--- src/rtl/sys_bus_pkg.sv ---
// Shared types and helpers for the round-robin system bus interconnect.
package sys_bus_pkg;

   typedef enum logic [1:0] {
      IDLE     = 2'd0,
      WAIT_RSP = 2'd1,
      DEC_ERR  = 2'd2
   } sys_bus_state_e;

   // Index width for n items, never narrower than one bit.
   function automatic int idx_width(input int n);
      return (n > 1) ? $clog2(n) : 1;
   endfunction

   localparam logic [31:0] DecErrData = 32'h0000_0000;

endpackage

--- src/rtl/sys_bus_rr_arbiter.sv ---
// Combinational round-robin pick: first requester after last_i, wrapping modulo N.
module rr_arbiter #(
   parameter int N    = 2,
   parameter int IdxW = 1
) (
   input  logic [N-1:0]    req_i,
   input  logic [IdxW-1:0] last_i,
   output logic [N-1:0]    gnt_o,
   output logic [IdxW-1:0] idx_o
);

   int   cand_s;
   logic hit_s;
   logic found_s;

   // Scan last+1 .. last+N so the previous winner gets the lowest priority.
   always_comb begin
      gnt_o   = '0;
      idx_o   = '0;
      found_s = 1'b0;
      cand_s  = 0;
      hit_s   = 1'b0;
      for (int k = 1; k <= N; k++) begin
         cand_s  = (int'(last_i) + k) % N;
         hit_s   = !found_s && req_i[IdxW'(cand_s)];
         gnt_o[IdxW'(cand_s)] = gnt_o[IdxW'(cand_s)] | hit_s;
         idx_o   = hit_s ? IdxW'(cand_s) : idx_o;
         found_s = found_s | hit_s;
      end
   end

endmodule

--- src/rtl/sys_bus_rr.sv ---
// Single-outstanding host/device interconnect with round-robin arbitration,
// decode-error responses and a per-transaction response timeout.
module sys_bus_rr
   import sys_bus_pkg::*;
#(
   parameter int unsigned NrHosts       = 2,
   parameter int unsigned NrDevices     = 5,
   parameter int unsigned DataWidth     = 32,
   parameter int unsigned AddressWidth  = 32,
   parameter int unsigned TimeoutCycles = 255
) (
   input  logic                      clk_i,
   input  logic                      rst_ni,
   input  logic [NrHosts-1:0]        host_req_i,
   output logic [NrHosts-1:0]        host_gnt_o,
   input  logic [AddressWidth-1:0]   host_addr_i [NrHosts],
   input  logic [NrHosts-1:0]        host_we_i,
   input  logic [DataWidth/8-1:0]    host_be_i [NrHosts],
   input  logic [DataWidth-1:0]      host_wdata_i [NrHosts],
   output logic [NrHosts-1:0]        host_rvalid_o,
   output logic [DataWidth-1:0]      host_rdata_o [NrHosts],
   output logic [NrHosts-1:0]        host_err_o,
   output logic [NrDevices-1:0]      device_req_o,
   output logic [AddressWidth-1:0]   device_addr_o [NrDevices],
   output logic [NrDevices-1:0]      device_we_o,
   output logic [DataWidth/8-1:0]    device_be_o [NrDevices],
   output logic [DataWidth-1:0]      device_wdata_o [NrDevices],
   input  logic [NrDevices-1:0]      device_rvalid_i,
   input  logic [DataWidth-1:0]      device_rdata_i [NrDevices],
   input  logic [NrDevices-1:0]      device_err_i,
   input  logic [AddressWidth-1:0]   cfg_device_addr_base [NrDevices],
   input  logic [AddressWidth-1:0]   cfg_device_addr_mask [NrDevices],
   output logic                      timeout_o
);

   localparam int HostIdxW = idx_width(int'(NrHosts));
   localparam int DevIdxW  = idx_width(int'(NrDevices));
   localparam int CntW     = idx_width(int'(TimeoutCycles) + 1);

   sys_bus_state_e          state_q, state_d;
   logic [HostIdxW-1:0]     last_grant_q, last_grant_d;
   logic [DevIdxW-1:0]      dev_idx_q, dev_idx_d;
   logic [CntW-1:0]         cnt_q, cnt_d;

   logic [NrHosts-1:0]      arb_gnt_s;
   logic [HostIdxW-1:0]     arb_idx_s;
   logic [NrDevices-1:0]    match_s;
   logic                    dec_hit_s;
   logic [DevIdxW-1:0]      dec_idx_s;

   rr_arbiter #(
      .N    (int'(NrHosts)),
      .IdxW (HostIdxW)
   ) u_arb (
      .req_i  (host_req_i),
      .last_i (last_grant_q),
      .gnt_o  (arb_gnt_s),
      .idx_o  (arb_idx_s)
   );

   // Address decode of the arbitration winner; lowest matching device wins.
   always_comb begin
      dec_idx_s = '0;
      for (int d = 0; d < int'(NrDevices); d++) begin
         match_s[d] = (host_addr_i[arb_idx_s] & cfg_device_addr_mask[d]) == cfg_device_addr_base[d];
      end
      for (int d = int'(NrDevices) - 1; d >= 0; d--) begin
         dec_idx_s = match_s[d] ? DevIdxW'(d) : dec_idx_s;
      end
      dec_hit_s = |match_s;
   end

   // Outputs are held at zero while rst_ni is low, even though grants are combinational.
   always_comb begin
      state_d      = state_q;
      last_grant_d = last_grant_q;
      dev_idx_d    = dev_idx_q;
      cnt_d        = cnt_q;
      host_gnt_o   = '0;
      host_rvalid_o = '0;
      host_err_o   = '0;
      timeout_o    = 1'b0;
      device_req_o = '0;
      device_we_o  = '0;
      for (int h = 0; h < int'(NrHosts); h++) begin
         host_rdata_o[h] = '0;
      end
      for (int d = 0; d < int'(NrDevices); d++) begin
         device_addr_o[d]  = '0;
         device_be_o[d]    = '0;
         device_wdata_o[d] = '0;
      end
      if (!rst_ni) begin
         state_d = IDLE;
      end else begin
         case (state_q)
            IDLE: begin
               if (|host_req_i) begin
                  host_gnt_o   = arb_gnt_s;
                  last_grant_d = arb_idx_s;
                  if (dec_hit_s) begin
                     device_req_o[dec_idx_s]   = 1'b1;
                     device_addr_o[dec_idx_s]  = host_addr_i[arb_idx_s];
                     device_we_o[dec_idx_s]    = host_we_i[arb_idx_s];
                     device_be_o[dec_idx_s]    = host_be_i[arb_idx_s];
                     device_wdata_o[dec_idx_s] = host_wdata_i[arb_idx_s];
                     dev_idx_d = dec_idx_s;
                     cnt_d     = '0;
                     state_d   = WAIT_RSP;
                  end else begin
                     state_d = DEC_ERR;
                  end
               end else begin
                  state_d = IDLE;
               end
            end
            WAIT_RSP: begin
               if (device_rvalid_i[dev_idx_q]) begin
                  host_rvalid_o[last_grant_q] = 1'b1;
                  host_rdata_o[last_grant_q]  = device_rdata_i[dev_idx_q];
                  host_err_o[last_grant_q]    = device_err_i[dev_idx_q];
                  cnt_d   = '0;
                  state_d = IDLE;
               end else if (cnt_q == CntW'(TimeoutCycles)) begin
                  host_rvalid_o[last_grant_q] = 1'b1;
                  host_rdata_o[last_grant_q]  = DataWidth'(DecErrData);
                  host_err_o[last_grant_q]    = 1'b1;
                  timeout_o = 1'b1;
                  cnt_d     = '0;
                  state_d   = IDLE;
               end else begin
                  cnt_d = cnt_q + CntW'(1);
               end
            end
            DEC_ERR: begin
               host_rvalid_o[last_grant_q] = 1'b1;
               host_rdata_o[last_grant_q]  = DataWidth'(DecErrData);
               host_err_o[last_grant_q]    = 1'b1;
               state_d = IDLE;
            end
            default: begin
               state_d = IDLE;
            end
         endcase
      end
   end

   // State registers; last_grant resets to the top host so host 0 wins first.
   always_ff @(posedge clk_i or negedge rst_ni) begin
      if (!rst_ni) begin
         state_q      <= IDLE;
         last_grant_q <= HostIdxW'(NrHosts - 1);
         dev_idx_q    <= '0;
         cnt_q        <= '0;
      end else begin
         state_q      <= state_d;
         last_grant_q <= last_grant_d;
         dev_idx_q    <= dev_idx_d;
         cnt_q        <= cnt_d;
      end
   end

endmodule

--- config.mk ---
export PLATFORM = sky130hd
export DESIGN_NAME = sys_bus_rr
export DESIGN_NICKNAME = d
export VERILOG_FILES = /design/src/rtl/sys_bus_pkg.sv /design/src/rtl/sys_bus_rr_arbiter.sv /design/src/rtl/sys_bus_rr.sv
export SDC_FILE = /design/constraint.sdc
export NUM_CORES = 1
export LEC_CHECK = 0
export CAP_MARGIN = 5
export CORE_AREA = 2 2 413 415
export CTS_BUF_LIST = sky130_fd_sc_hd__clkbuf_8
export DETAILED_ROUTE_END_ITERATION = 10
export DIE_AREA = 0 0 415 417
export PLACE_DENSITY = 0.3
export RECOVER_POWER = 25
export REMOVE_ABC_BUFFERS = 1
export SETUP_SLACK_MARGIN = 0.15
export SLEW_MARGIN = 20
export SYNTH_ARGS = -nofsm -noshare
export SYNTH_HDL_FRONTEND = slang
export SYNTH_HIERARCHICAL = 1
export SYNTH_SLANG_ARGS = --single-unit
--- constraint.sdc ---
create_clock -name clk_i -period 13.05 [get_ports clk_i]
set_input_delay 2.61 -clock clk_i [delete_from_list [all_inputs] [get_ports clk_i]]
set_output_delay 2.61 -clock clk_i [all_outputs]
set_load 0.1 [all_outputs]
---- Word level (Yosys, flattened, before mapping) ----
Cells that the tools add are included.
cells by class
  bitwise operators ....................... 18
  multiplexer cells ....................... 96
  equal/unequal tests ..................... 11
  order comparisons ....................... 16
  reduce and logical (&&, ||, !) cells .... 15
  $add $sub $neg .......................... 3
operators with widths
  kind                   number
  $mux W160              8
  $and A160 B160 Y160    2
  $mux W32               10
  $mux W64               3
  $and A32 B32 Y32       5
  $eq A32 B32 Y1         5
  $bmux W32 S3           1
  $demux W32 S3          1
  $mux W20               4
  $and A64 B64 Y64       1
  $mux W5                8
  $demux W32 S1          1
  $mux W8                4
  $mux W2                13
  $mux W1                22
  $and A20 B20 Y20       1
  $mux W4                4
  $pmux W8 S2            1
  $mux W3                5
  $demux W4 S3           1
  $pmux W2 S2            3
  $add A8 B1 Y8 const B  1
  $eq A8 B8 Y1 const B   1
  $ge A4 B4 Y1 const B   2
  30 further kinds       52
word-level totals
  flip-flop bits (word level) ............. 14
  bits of input ports ..................... 632
  output and inout port bits .............. 421
  word-level logic and storage cells ...... 163

---- Logic depth before layout (Yosys ltp) ----
Gate-level depths: netlist (run 1).
  word-level depth ........................ 28
  depth in mapped cells ................... 15
  gate-level depth less buffers ........... 10

---- Cells and area by module ----
The synthesis (run 1) kept the hierarchy.
modules (own cells, without submodules)
  module      times used  seq. area each (µm²)  cells an instance  area each (µm²)
  sys_bus_rr  1           351.6                 1226               7930.1
  rr_arbiter  1           0.0                   4                  27.5

---- Least setup slack after synthesis (run 1) ----
Ideal clock, no wire load.
  path type ............................... input -> output
  start point ............................. input host_req_i[0]
  end point ............................... output device_wdata_o[0] (netlist bit)
  setup slack ............................. 3.859 ns
  stages .................................. 13
  data arrival time ....................... 6.581 ns
  data required time ...................... 10.440 ns
  buffers on the path ..................... 5
  cell sequence ........................... and2b_2 > clkbuf_1 > buf_2 > buf_6 > mux2i_1 > nor3b_1 > a211oi_1 > nand4_1 > or4_1 > or4b_1 > buf_2 > buf_6 > nor2_1
RTL lines
  element          RTL line          text
  start, declared  sys_bus_rr.sv:14  input logic [NrHosts-1:0] host_req_i,
  end, declared    sys_bus_rr.sv:27  output logic [DataWidth-1:0] device_wdata_o [NrDevices],

==> results of run 1 <==
==> how the worst max path moves through the flow <==
stage                  start           endpoint  slack (ns)  cells past startpoint
2_1_floorplan  host_req_i[0]  device_addr_o[64]        1.34                      8
3_3_place_gp   host_req_i[0]  device_addr_o[90]        1.24                     12
3_5_place_dp   host_req_i[0]  device_addr_o[87]        1.30                     12
4_1_cts        host_req_i[0]  device_addr_o[87]        1.28                     12
5_1_grt        host_req_i[0]  device_addr_o[90]        0.69                     12
6_report       host_req_i[0]  device_addr_o[90]        1.14                     12
==> layout make-up <==
type,instances,area share (%)
clock buffer,4,0.264
multi-input combinational,1120,34.6
tap,2218,13.3
antenna,20,0.240
inverter,17,0.306
sequential,14,1.71
timing repair buffer,1104,49.6
==> power by group <==
part | internal, mW | total [mW] | switching, mW
Combinational | 0.274 | 0.570 | 0.296
Sequential | 0.0447 | 0.0460 | 0.00131
Clock | 0.0269 | 0.0470 | 0.0201
Total | 0.346 | 0.663 | 0.317
==> state kept, by name, indices dropped and copies added, names as in the netlist <==
signal,flops
last_grant_q,1
state_q,2
cnt_q,8
dev_idx_q,3
==> Yosys cell counts (all sizes together) (16+ instances only) <==
library cell	count	area share, %
mux2	33	4.7
and3	83	6.5
mux4	34	9.6
inv	16	0.75
a21boi	40	3.8
clkbuf	33	1.6
o22a	40	4.4
nor2	418	20
nand4	21	1.7
buf	46	3.6
nor3b	40	3.8
mux2i	69	9.0
nand3	50	3.1
nand2	46	2.2
a21oi	82	5.2
a21o	41	3.9
a211oi	40	3.8
a22o	34	3.7
==> metrics by stage <==
step | worst slack, ns | util [%] | hold slack, ns | area (µm²)
finish | 1.14 | 12.4 | 0.511 | 20800
global route | 0.691 | 12.4 | 0.535 | 20800
CTS | 1.28 | 12.4 | 0.518 | 20900
detailed placement | 1.30 | 12.3 | 0.498 | 20800
global placement | 1.24 | 12.3 | 0.487 | 20800
floorplan | 1.34 | - | 0.455 | 7550
==> critical path, stage by stage <==
cell,delay (ns)
sky130_fd_sc_hd__dlygate4sd3_1,0.59
sky130_fd_sc_hd__and2b_4,0.56
sky130_fd_sc_hd__buf_4,0.37
sky130_fd_sc_hd__mux2i_1,0.96
sky130_fd_sc_hd__nor3b_1,0.11
sky130_fd_sc_hd__a211oi_1,0.32
sky130_fd_sc_hd__nand4_1,0.52
sky130_fd_sc_hd__nor4_1,0.99
sky130_fd_sc_hd__nand4_1,0.30
sky130_fd_sc_hd__buf_12,0.28
sky130_fd_sc_hd__nor2_1,0.28
sky130_fd_sc_hd__clkdlybuf4s50_1,1.17
==> metal layers <==
metal | routed length [µm] | vias to the layer above | GRT usage [%]
li1 | - | 6573 | -
met1 | 42400 | 6757 | 13.2
met2 | 60100 | 642 | 23.2
met3 | 5570 | 73 | 2.18
met4 | 2340 | 20 | 2.73
met5 | 127 | - | 0.556
==> cell families (layout without fill, tap and decap cells) <==
kind of cell | after synthesis | count (layout)
compound gates | 297 | 297
fa+ha+maj | 4 | 4
buf+inv | 96 | 1125
flops | 14 | 14
mux | 136 | 136
other cells | 1 | 21
simple gates | 682 | 682
==> out/summary.md, run 1 <==
The core region is 0.169 mm². At the end of routability-driven placement, the weighted congestion stood at 0.818. For this configuration, the core starts out at a cell density of 4.72%. The cell count after synthesis came out at 1230.

The detail-routed via count per cell is 3.13, and the final setup violation count is 0. Of the cells placed in the final design, the portion with a size suffix greater than 1 is 16.1%. The final reports fail on capacitance limit, slew limit.

The number of DRC violations after detailed routing came out at 0. The tools report the floorplan row count as 151. The register-to-register path setup slack was 7.15 ns. The fmax came out at 84.0 MHz.

The detailed-route wire length per cell works out to 24.6 µm. Setup repair after global routing left no endpoint under its margin. The final critical path takes up 91.3% of the cycle. The number of synthesized register bits is 14, and the number of top-level design ports is 1053. The number of input and output port buffers inserted is 1051.

The transition time of the tightest slew-check pin is 1.93 ns, and the count of cells along the worst register-to-register path is 12. Clock latency on the worst-skew pair, taken at its later pin, is 0.26 ns. TritonCTS built the clock tree. Yosys printed 6 warnings.

The worst hold path begins at dev_idx_q[2]$_DFFE_PN0P_. The worst hold path terminates at dev_idx_q[2]$_DFFE_PN0P_. The first global-routing pass estimated 138000 µm of wire. The leakage power of the design is 8.25 nW. The most common cell after layout, fill and taps aside was sky130_fd_sc_hd__clkdlybuf4s50_1.

The run gives 357 µm² as the sequential cell area. From left edge to right edge, the die measures 415 µm. The layout has 19600 filler cells.

The most used flip-flop cell after synthesis is sky130_fd_sc_hd__dfrtp_1. Total power per unit cell area: 31.8 mW/mm². The worst register-to-register path begins at last_grant_q$_DFFE_PN1P_. The area of the die was 0.173 mm²; the maximum fanout along the worst path was 64.

Counting every sink on the clock net gives 14. The tools report the H-tree depth reported by CTS as 1. The arrival time of the worst setup path was 9.30 ns; the fraction of registers with async set/reset was 100%.

The violation count after the first detailed-route iteration was 748; the number of distinct standard cells referenced by the synthesized netlist was 55. The clock tree root driver cell was sky130_fd_sc_hd__clkbuf_8. Post-detailed-placement half-perimeter wirelength: 98400 µm. The tools report the critical path startpoint category as an input pin. The number of stages on the worst hold path was 2. A synthesized cell averages 6.47 µm².

The top cell types in the final layout, fill and taps aside, are 755 x sky130_fd_sc_hd__clkdlybuf4s50_1, 418 x sky130_fd_sc_hd__nor2_1, 257 x sky130_fd_sc_hd__buf_4. For this block, the via count after detailed routing is 14100. Wires add up to 111000 µm. In this run, CTS created clock tree buffers numbering 3. Summed over all layers, the global routing overflow is 0. For the number of optimization iterations in the first detailed-route pass, the log shows 5. The sequential cell area fraction in the yosys report is 4.42%. The longest clock path from root to sink contains 2 buffers. The compound-gate portion of the synthesized area is 26.6%, and the overall power after layout is 663 µW. The post-synthesis instance area is 0.00796 mm². The class of the tightest hold or removal check is register to register. The vertical die dimension came out at 417 µm. STA classifies the critical path endpoint as an output pin. The tools report the final-layout setup total negative slack as 0 ns. Multiplexer cells account for 23.3% of the synthesized area. Max-slew headroom at the worst pin: -28.4%. The run finished, with violations left.

The largest family of logic cells by synthesized area was simple AND/OR/NAND/NOR gates. The logs give 13900 for the via count of the first global-routing pass and 10.44 ns for the required time at the worst-slack endpoint. The worst voltage drop across the vdd grid is 0.0000224 V, and the area of the multi-input gates is 0.00720 mm². The synthesized netlist devotes 0% of its cell area to XOR and XNOR gates. The endpoint of the worst-slack reg-to-reg timing path was cnt_q[1]$_DFFE_PN0P_.

The run gives 0 as the post-CTS repair timing setup buffer count. The smallest clock period supported by the final layout is computed as 11.91 ns. The area growth from synthesis to final layout is 162%, and the count of placed standard cells including taps is 4473. After clock tree synthesis, the clock-pin slew on the worst setup and hold paths is 0.07 ns.

Global routing used 12.0% of the available tracks across all layers. The final instance count without filler cells was 4497; the worst setup skew after layout was 0.00369 ns. The run gives 65 as the maximum number of pins on one net before global-route repair. For the number of violations of the max-capacitance limit, the log shows 2.

After Yosys synthesis, full adders, half adders and majority gates account for 0.629% of the synthesized area. The tools report the count of hold-fix buffers inserted at cts as 0. Summing the areas of all and, or, nand and nor instances in the mapped netlist gives 39.0% of the synthesized area.

The max-slew violation count came out at 77. In this run, post-CTS repair resized a total of 0 instances. The run gives 0 as the final count of hold timing violations. In this run the remaining antenna-violating nets after routing total 0.

After the last flow step, the layout net total stands at 2896. The number of flops mapped to enable cells by yosys was 0. The path type of the worst setup path was input pin to output pin.

The number of antenna violations at the first check in global routing is 41.
Note: power is estimated with default switching activity, not from simulation.
==> run 2, diff against run 1 <==
==> constraint.sdc (replaced) <==
create_clock -name clk_i -period 13.05 [get_ports clk_i]
set_input_delay 1.9575 -clock clk_i [delete_from_list [all_inputs] [get_ports clk_i]]
set_output_delay 1.9575 -clock clk_i [all_outputs]
set_load 0.1 [all_outputs]
==> run 2 against run 1 <==
Net effect: the run still ends with capacitance limit, slew limit left; via count fell by 0.40%; sequential power about the same; wire length rose by 1.7%; first-iteration DRC count shrank 2.3%; maximum frequency grew 9.1%; count of clock-buffer cells in the layout did not move; register-to-register slack improved by 0.21 ns.
==> out/summary.md, run 2 (synthesis results as in run 1) <==
The flow ran to the end, but the final reports show violations. The final reports fail on capacitance limit, slew limit. Port buffering added 1051 buffers. The register with the most flip-flops in the layout has 8 of them. The run gives 2.13 ns as the final worst setup slack.

Once layout is done, the placed cells without fillers occupy 0.0212 mm². Setup slack on the worst reg-to-reg path comes out at 7.36 ns. The startpoint identified for the worst register-to-register timing path is last_grant_q$_DFFE_PN1P_. The logs give -40.8% for the max-slew headroom at the worst pin and 7.79 nW for the leakage power of the design. The area growth from synthesis to final layout came out at 167%.

The via count of the first global-routing pass was 14000; the clock latency on the worst-skew pair was 0.27 ns. The kind of cell adding the most delay to the critical path was simple AND/OR/NAND/NOR gates. The design draws 655 µW.

The post-route netlist has 5.89% of its cells at a drive strength greater than 1. Dividing total power by cell area gives a power density of 30.8 mW/mm². In the routed layout, each cell is associated on average with a via count of 3.14.

The floorplan step defined a core boundary enclosing 0.169 mm². Class of the tightest hold or removal check: register to register. Number of sinks handled by clock tree synthesis: 14.

The required time at the worst-slack endpoint was 11.09 ns. The transition time of the tightest slew-check pin is 2.11 ns, and the fmax is 91.6 MHz. Following the worst setup path forward leads to its endpoint at device_addr_o[30]. The logs give 0 for the count of instances resized after the clock tree is built and 0 for the number of DRC violations after detailed routing. The floorplan step set the die width to 415 µm. The congestion estimate from routability-driven global placement came to 0.835.

The clock period could shrink to 10.92 ns. The logs give 0.00890 ns for the worst setup skew after layout and 0 for the final setup violation count. In this run, the number of DRC markers left after iteration 0 of detailed routing was 731. The arrival time of the worst setup path is 8.96 ns. The tools report the total via count in the routed design as 14000. The largest registers in the layout are cnt_q (8), dev_idx_q (3), state_q (2). For the number of antenna violations at the first check in global routing, the log shows 20. The detail route stage leaves a number of antenna-violating nets equal to 0.

The placed instances occupy a cell area of 0.0212 mm². The count of placed standard cells including taps was 4455; the detailed-route wire length per cell was 25.2 µm. The vertical die dimension came out at 417 µm.

The die covers 0.173 mm². The tools report the worst hold path startpoint as cnt_q[7]$_DFFE_PN0P_. In the final timing run, aggregate negative setup slack is 0 ns. Of the available clock period, the critical path in the final layout requires 83.7%. Traced cell by cell, the critical path runs through dlygate4sd3_1, and2b_4, buf_12, mux2i_1, nor3b_1, a211oi_1, nand4_1, or4_1, or4b_4, nor2_1, clkdlybuf4s50_1. The tools report the endpoint of the worst-slack reg-to-reg timing path as cnt_q[1]$_DFFE_PN0P_.

The tree is rooted in a sky130_fd_sc_hd__clkbuf_8. Setup repair after global routing left no endpoint under its margin. For this configuration, the core starts out at a cell density of 4.72%.

STA classifies the critical path endpoint as an output pin. The clock slew seen by the registers of the worst setup and hold paths is 0.08 ns, and the count of hold-fix buffers inserted at cts is 0. After detailed routing, the total wire length is 112000 µm. In this run the deepest clock path goes through 2 buffers.

The post-CTS repair timing setup buffer count was 0; the sum of buffers and inverters on the critical path was 3. The logs give 0.0000203 V for the worst voltage drop across the vdd grid and 143000 µm for the wire length of the first global-routing pass. For this run, the slowest stage of the critical path takes 1.22 ns. Max-slew violation count: 34. In this run the number of cells on the critical path is 11.

The tool flagged a number of max-cap violations equal to 2. The number of optimization iterations in the first detailed-route pass is 5. The register with the most flip-flops was cnt_q.

For this run, the post-layout net count is 2878. The number of top-level design ports is 1053. STA classifies the critical path startpoint as an input pin.

The global router's overall resource usage was 12.2%. Counting the buffers created by CTS gives 3. Origin of the worst setup path: host_req_i[0]. Once detailed placement completed, the half-perimeter wirelength came to 99100 µm. The post-place setup slack came out at 2.01 ns.

TritonCTS built the clock tree. The final count of hold timing violations is 0, and the count of cells along the worst register-to-register path is 12. After global routing the overflow that remains totals 0. The floorplan has 151 rows. The worst setup path is of the input pin to output pin kind.

The largest individual stage delay along the critical path comes from the cell sky130_fd_sc_hd__clkdlybuf4s50_1. Entering global routing, the biggest net connects 62 pins. Leaving out fill and tap cells, the most frequent cells in the layout are 965 x sky130_fd_sc_hd__clkdlybuf4s50_1, 418 x sky130_fd_sc_hd__nor2_1, 84 x sky130_fd_sc_hd__dlygate4sd3_1. The most common cell after layout, fill and taps aside was sky130_fd_sc_hd__clkdlybuf4s50_1. The maximum fanout along the worst path was 61. The logs give 1 for the H-tree depth reported by CTS and 19500 for the fill cell total of the finished layout. The finished layout holds 4465 standard cells, fillers aside.
[run 2: area by class of cell]
| type | instances | area [µm²] | share of cell area, % |
|---|---|---|---|
| timing repair buffer | 1086 | 10800 | 50.7 |
| multi-input combinational | 1120 | 7200 | 33.9 |
| tap | 2218 | 2780 | 13.1 |
| sequential | 14 | 357 | 1.68 |
| inverter | 17 | 63.8 | 0.301 |
| clock buffer | 4 | 55.1 | 0.259 |
| antenna | 6 | 15.0 | 0.0707 |
[run 2: power breakdown]
part | switching (mW) | internal (mW)
registers | 0.00147 | 0.0447
clock network | 0.0235 | 0.0270
logic | 0.290 | 0.268
total | 0.315 | 0.340
[run 2: how the worst min path moves through the flow]
stage | endpoint | slack [ns] | cells after the start
2_1_floorplan | dev_idx_q[2]$_DFFE_PN0P_ | 0.45 | 2
3_3_place_gp | cnt_q[0]$_DFFE_PN0P_ | 0.50 | 1
3_5_place_dp | cnt_q[0]$_DFFE_PN0P_ | 0.51 | 1
4_1_cts | cnt_q[7]$_DFFE_PN0P_ | 0.53 | 1
5_1_grt | cnt_q[7]$_DFFE_PN0P_ | 0.54 | 1
6_report | cnt_q[7]$_DFFE_PN0P_ | 0.52 | 1
[run 2: worst reg2reg max path: stages, from the launching register on]
cell and delay, ns:
sky130_fd_sc_hd__dfstp_2 0.40, sky130_fd_sc_hd__and2b_4 0.71, sky130_fd_sc_hd__buf_12 0.39, sky130_fd_sc_hd__mux2i_1 0.92, sky130_fd_sc_hd__nor3b_1 0.12, sky130_fd_sc_hd__a211oi_1 0.46
sky130_fd_sc_hd__nand4_1 0.47, sky130_fd_sc_hd__or4_1 0.71, sky130_fd_sc_hd__or3b_2 0.24, sky130_fd_sc_hd__o21ai_0 0.07, sky130_fd_sc_hd__clkbuf_1 0.45, sky130_fd_sc_hd__nand2_1 0.28
sky130_fd_sc_hd__mux2_2 0.35
[run 2: stage by stage]
step           utilization, %  hold WS, ns
2_1_floorplan               -        0.455
3_3_place_gp             12.6        0.503
3_5_place_dp             12.6        0.506
4_1_cts                  12.6        0.526
5_1_grt                  12.6        0.544
6_report                 12.6        0.519
[run 2: metal layers]
layer / wire (µm) / share of wire (%) / track usage (%)
met1: 44400 / 39 / 14.1
met2: 62100 / 55 / 24.4
met3: 4990 / 4.4 / 1.61
met4: 911 / 0.81 / 0.903
met5: 62 / 0.055 / 0
==> run 3, diff against run 2 <==
CORE_AREA = 2 2 416 418   (was 2 2 413 415)
DIE_AREA = 0 0 418 420   (was 0 0 415 417)
clock period = 10.9 ns   (was 13.05 ns; I/O delays follow)
==> run 3 against run 2 <==
Net effect: the flow still finishes with violations (capacitance limit, slew limit); sequential cell count did not move; wire length decreased by 4.8%; first-iteration DRC count increased by 16%; final cell count up 0.67%; worst hold slack lost 0.019 ns; largest cell class unchanged; largest power group unchanged.
==> out/summary.md, run 3 (synthesis results as in run 1) <==
The run finished, with violations left. The checks that failed: capacitance limit, slew limit. For this configuration, the core starts out at a cell density of 4.65%.

The detailed-route wire length per cell was 23.8 µm; the transition time of the tightest slew-check pin was 1.99 ns. The area of the core is 0.171 mm², and the final instance count without filler cells is 4495. The tools report the max-slew violation count as 74. Using the TritonRoute via totals, the vias-per-cell ratio works out to 3.09.

The post-CTS repair timing setup buffer count was 0; the final setup violation count was 0. Detailed placement finished with a half-perimeter wire length of 95800 µm. Worst flop-to-flop path startpoint: last_grant_q$_DFFE_PN1P_. TritonCTS built the clock tree. For this design the static power due to leakage is 8.50 nW. The tools report the placer's final routability congestion estimate as 0.828. The time the final worst path needs with I/O delays and setup is 9.88 ns.

The post-route fraction of the period consumed by the critical path was 90.6%; the H-tree depth reported by CTS was 1. In this run the vertical extent of the chip is 420 µm. After filler insertion, the fill cell instance count of the layout stands at 19800. In the layout the commonest cells are 632 x sky130_fd_sc_hd__clkdlybuf4s50_1, 418 x sky130_fd_sc_hd__nor2_1, 376 x sky130_fd_sc_hd__buf_4. The setup check on the worst reg-to-reg path leaves a slack of 4.75 ns. The worst hold path terminates at dev_idx_q[2]$_DFFE_PN0P_. The floorplan row count is 152, and the total via count in the routed design is 13900. Counting cells, the worst reg-to-reg path comes to 11. Counting flops per register, the top entry is cnt_q. The final count of hold timing violations was 0; the final-layout setup total negative slack was 0 ns. The worst register-to-register path ends at dev_idx_q[2]$_DFFE_PN0P_. The fmax is 101 MHz. Clock-pin slew was measured on the worst setup and hold paths at 0.06 ns. Relative to the synthesized area, the layout overhead comes to 158%.

The via count of the first global-routing pass is 13500. Class of the tightest hold or removal check: register to register. Clock tree root driver cell: sky130_fd_sc_hd__clkbuf_8. Number of top-level design ports: 1053.

After detailed routing, the total wire length is 107000 µm. At the later pin of the worst-skew pair, clock insertion delay measures 0.25 ns. The register with the most flip-flops in the layout has 8 of them. The number of antenna violations at the first check in global routing is 43, and the worst setup skew after layout is 0.00854 ns. The logs give 11.3% for the global router's overall resource usage and 14 for the number of sinks handled by clock tree synthesis. Entering global routing, the biggest net connects 71 pins. In the routed design, unresolved DRC markers number 0. Buffers inserted during clock tree synthesis total 3. After layout, the worst setup slack is 1.02 ns. The net total in the final layout came out at 2890. The largest registers in the layout are cnt_q (8), dev_idx_q (3), state_q (2).

The number of placed instances, taps included, is 4482. The first global-routing pass estimated 133000 µm of wire. The die width is 418 µm, and the max-slew headroom at the worst pin is -32.5%.

Setup repair after global routing left no endpoint under its margin. The worst setup path is captured at an output pin. The total overflow left after global routing is 0. Across the run, the number of max-cap violations was 2. The worst hold path begins at dev_idx_q[2]$_DFFE_PN0P_.

Path type of the worst setup path: input pin to output pin. Buffers placed on the I/O ports in this run total 1051. VDD sags by at most 0.0000260 V. The number of hold buffers added after CTS was 0. After the first detailed-routing iteration, the DRC count stood at 848. Before CTS, the worst setup slack after placement is 1.43 ns. The area of the die was 0.176 mm²; the maximum fanout along the worst path was 41.

The number of stages on the worst hold path is 2. STA classifies the critical path startpoint as an input pin. In this run, post-CTS repair resized a total of 0 instances.

Maximum clock insertion buffer count: 2. The total power per unit cell area is 37.8 mW/mm². The most common cell after layout, fill and taps aside was sky130_fd_sc_hd__clkdlybuf4s50_1. Data on the critical path is required at its endpoint by 9.27 ns. For the residual antenna-violating net count after detailed routing, the log shows 0. The run gives 8.24 ns as the arrival time of the worst setup path. The layout cell share with drive strength beyond 1 was 21.3%; the number of optimization iterations in the first detailed-route pass was 5.
-- run 3: how the worst max path moves through the flow --
stage	start	endpoint	slack, ns	cells after the start
global placement	host_req_i[0]	device_addr_o[2]	1.43	11
CTS	host_req_i[0]	device_addr_o[9]	1.42	11
detailed placement	host_req_i[0]	device_addr_o[2]	1.43	11
floorplan	host_req_i[0]	device_addr_o[64]	1.14	8
global route	host_req_i[0]	device_addr_o[9]	0.71	11
finish	host_req_i[0]	device_wdata_o[115]	1.02	13
-- run 3: area by class of cell --
cell class	instances	area (µm²)	area share [%]
clock buffers	3	41.3	0.201
well taps	2233	2790	13.6
flip-flops and latches	14	357	1.74
multi-input cells	1120	7190	35.1
repair buffers	1098	10000	48.9
diodes	9	22.5	0.110
inverters	17	63.8	0.311
clock inverters	1	3.75	0.0183
-- run 3: routing by layer --
layer	wire length [µm]	GRT usage (%)	vias to the layer above
met2	58500	22.3	615
met5	149	0	-
met4	2040	1.91	22
li1	-	-	6534
met3	5530	1.91	90
met1	40800	12.7	6632
-- run 3: critical path, stage by stage --
cell and delay [ns]:
sky130_fd_sc_hd__dlygate4sd3_1 0.59, sky130_fd_sc_hd__and2b_4 0.64, sky130_fd_sc_hd__buf_4 0.51, sky130_fd_sc_hd__mux2_2 0.60
sky130_fd_sc_hd__a21oi_1 0.23, sky130_fd_sc_hd__o22a_1 0.39, sky130_fd_sc_hd__nand4_1 0.52, sky130_fd_sc_hd__or4_1 0.79
sky130_fd_sc_hd__and2_1 0.23, sky130_fd_sc_hd__nand2b_1 1.13, sky130_fd_sc_hd__buf_12 0.32, sky130_fd_sc_hd__nor2_1 0.09
sky130_fd_sc_hd__buf_4 0.28
-- run 3: power breakdown --
| group | switching [mW] | internal [mW] | total (mW) |
|---|---|---|---|
| logic | 0.349 | 0.325 | 0.674 |
| clock network | 0.0200 | 0.0249 | 0.0450 |
| registers | 0.00168 | 0.0535 | 0.0552 |
-- run 3: per-stage QoR --
stage	hold WS, ns	utilization, %	power (mW)	instance area [µm²]
floorplan	0.455	-	0.279	7550
global placement	0.493	12.0	0.756	20500
detailed placement	0.495	12.0	0.755	20500
CTS	0.504	12.0	0.805	20500
global route	0.531	12.0	0.831	20500
finish	0.500	12.0	0.774	20500
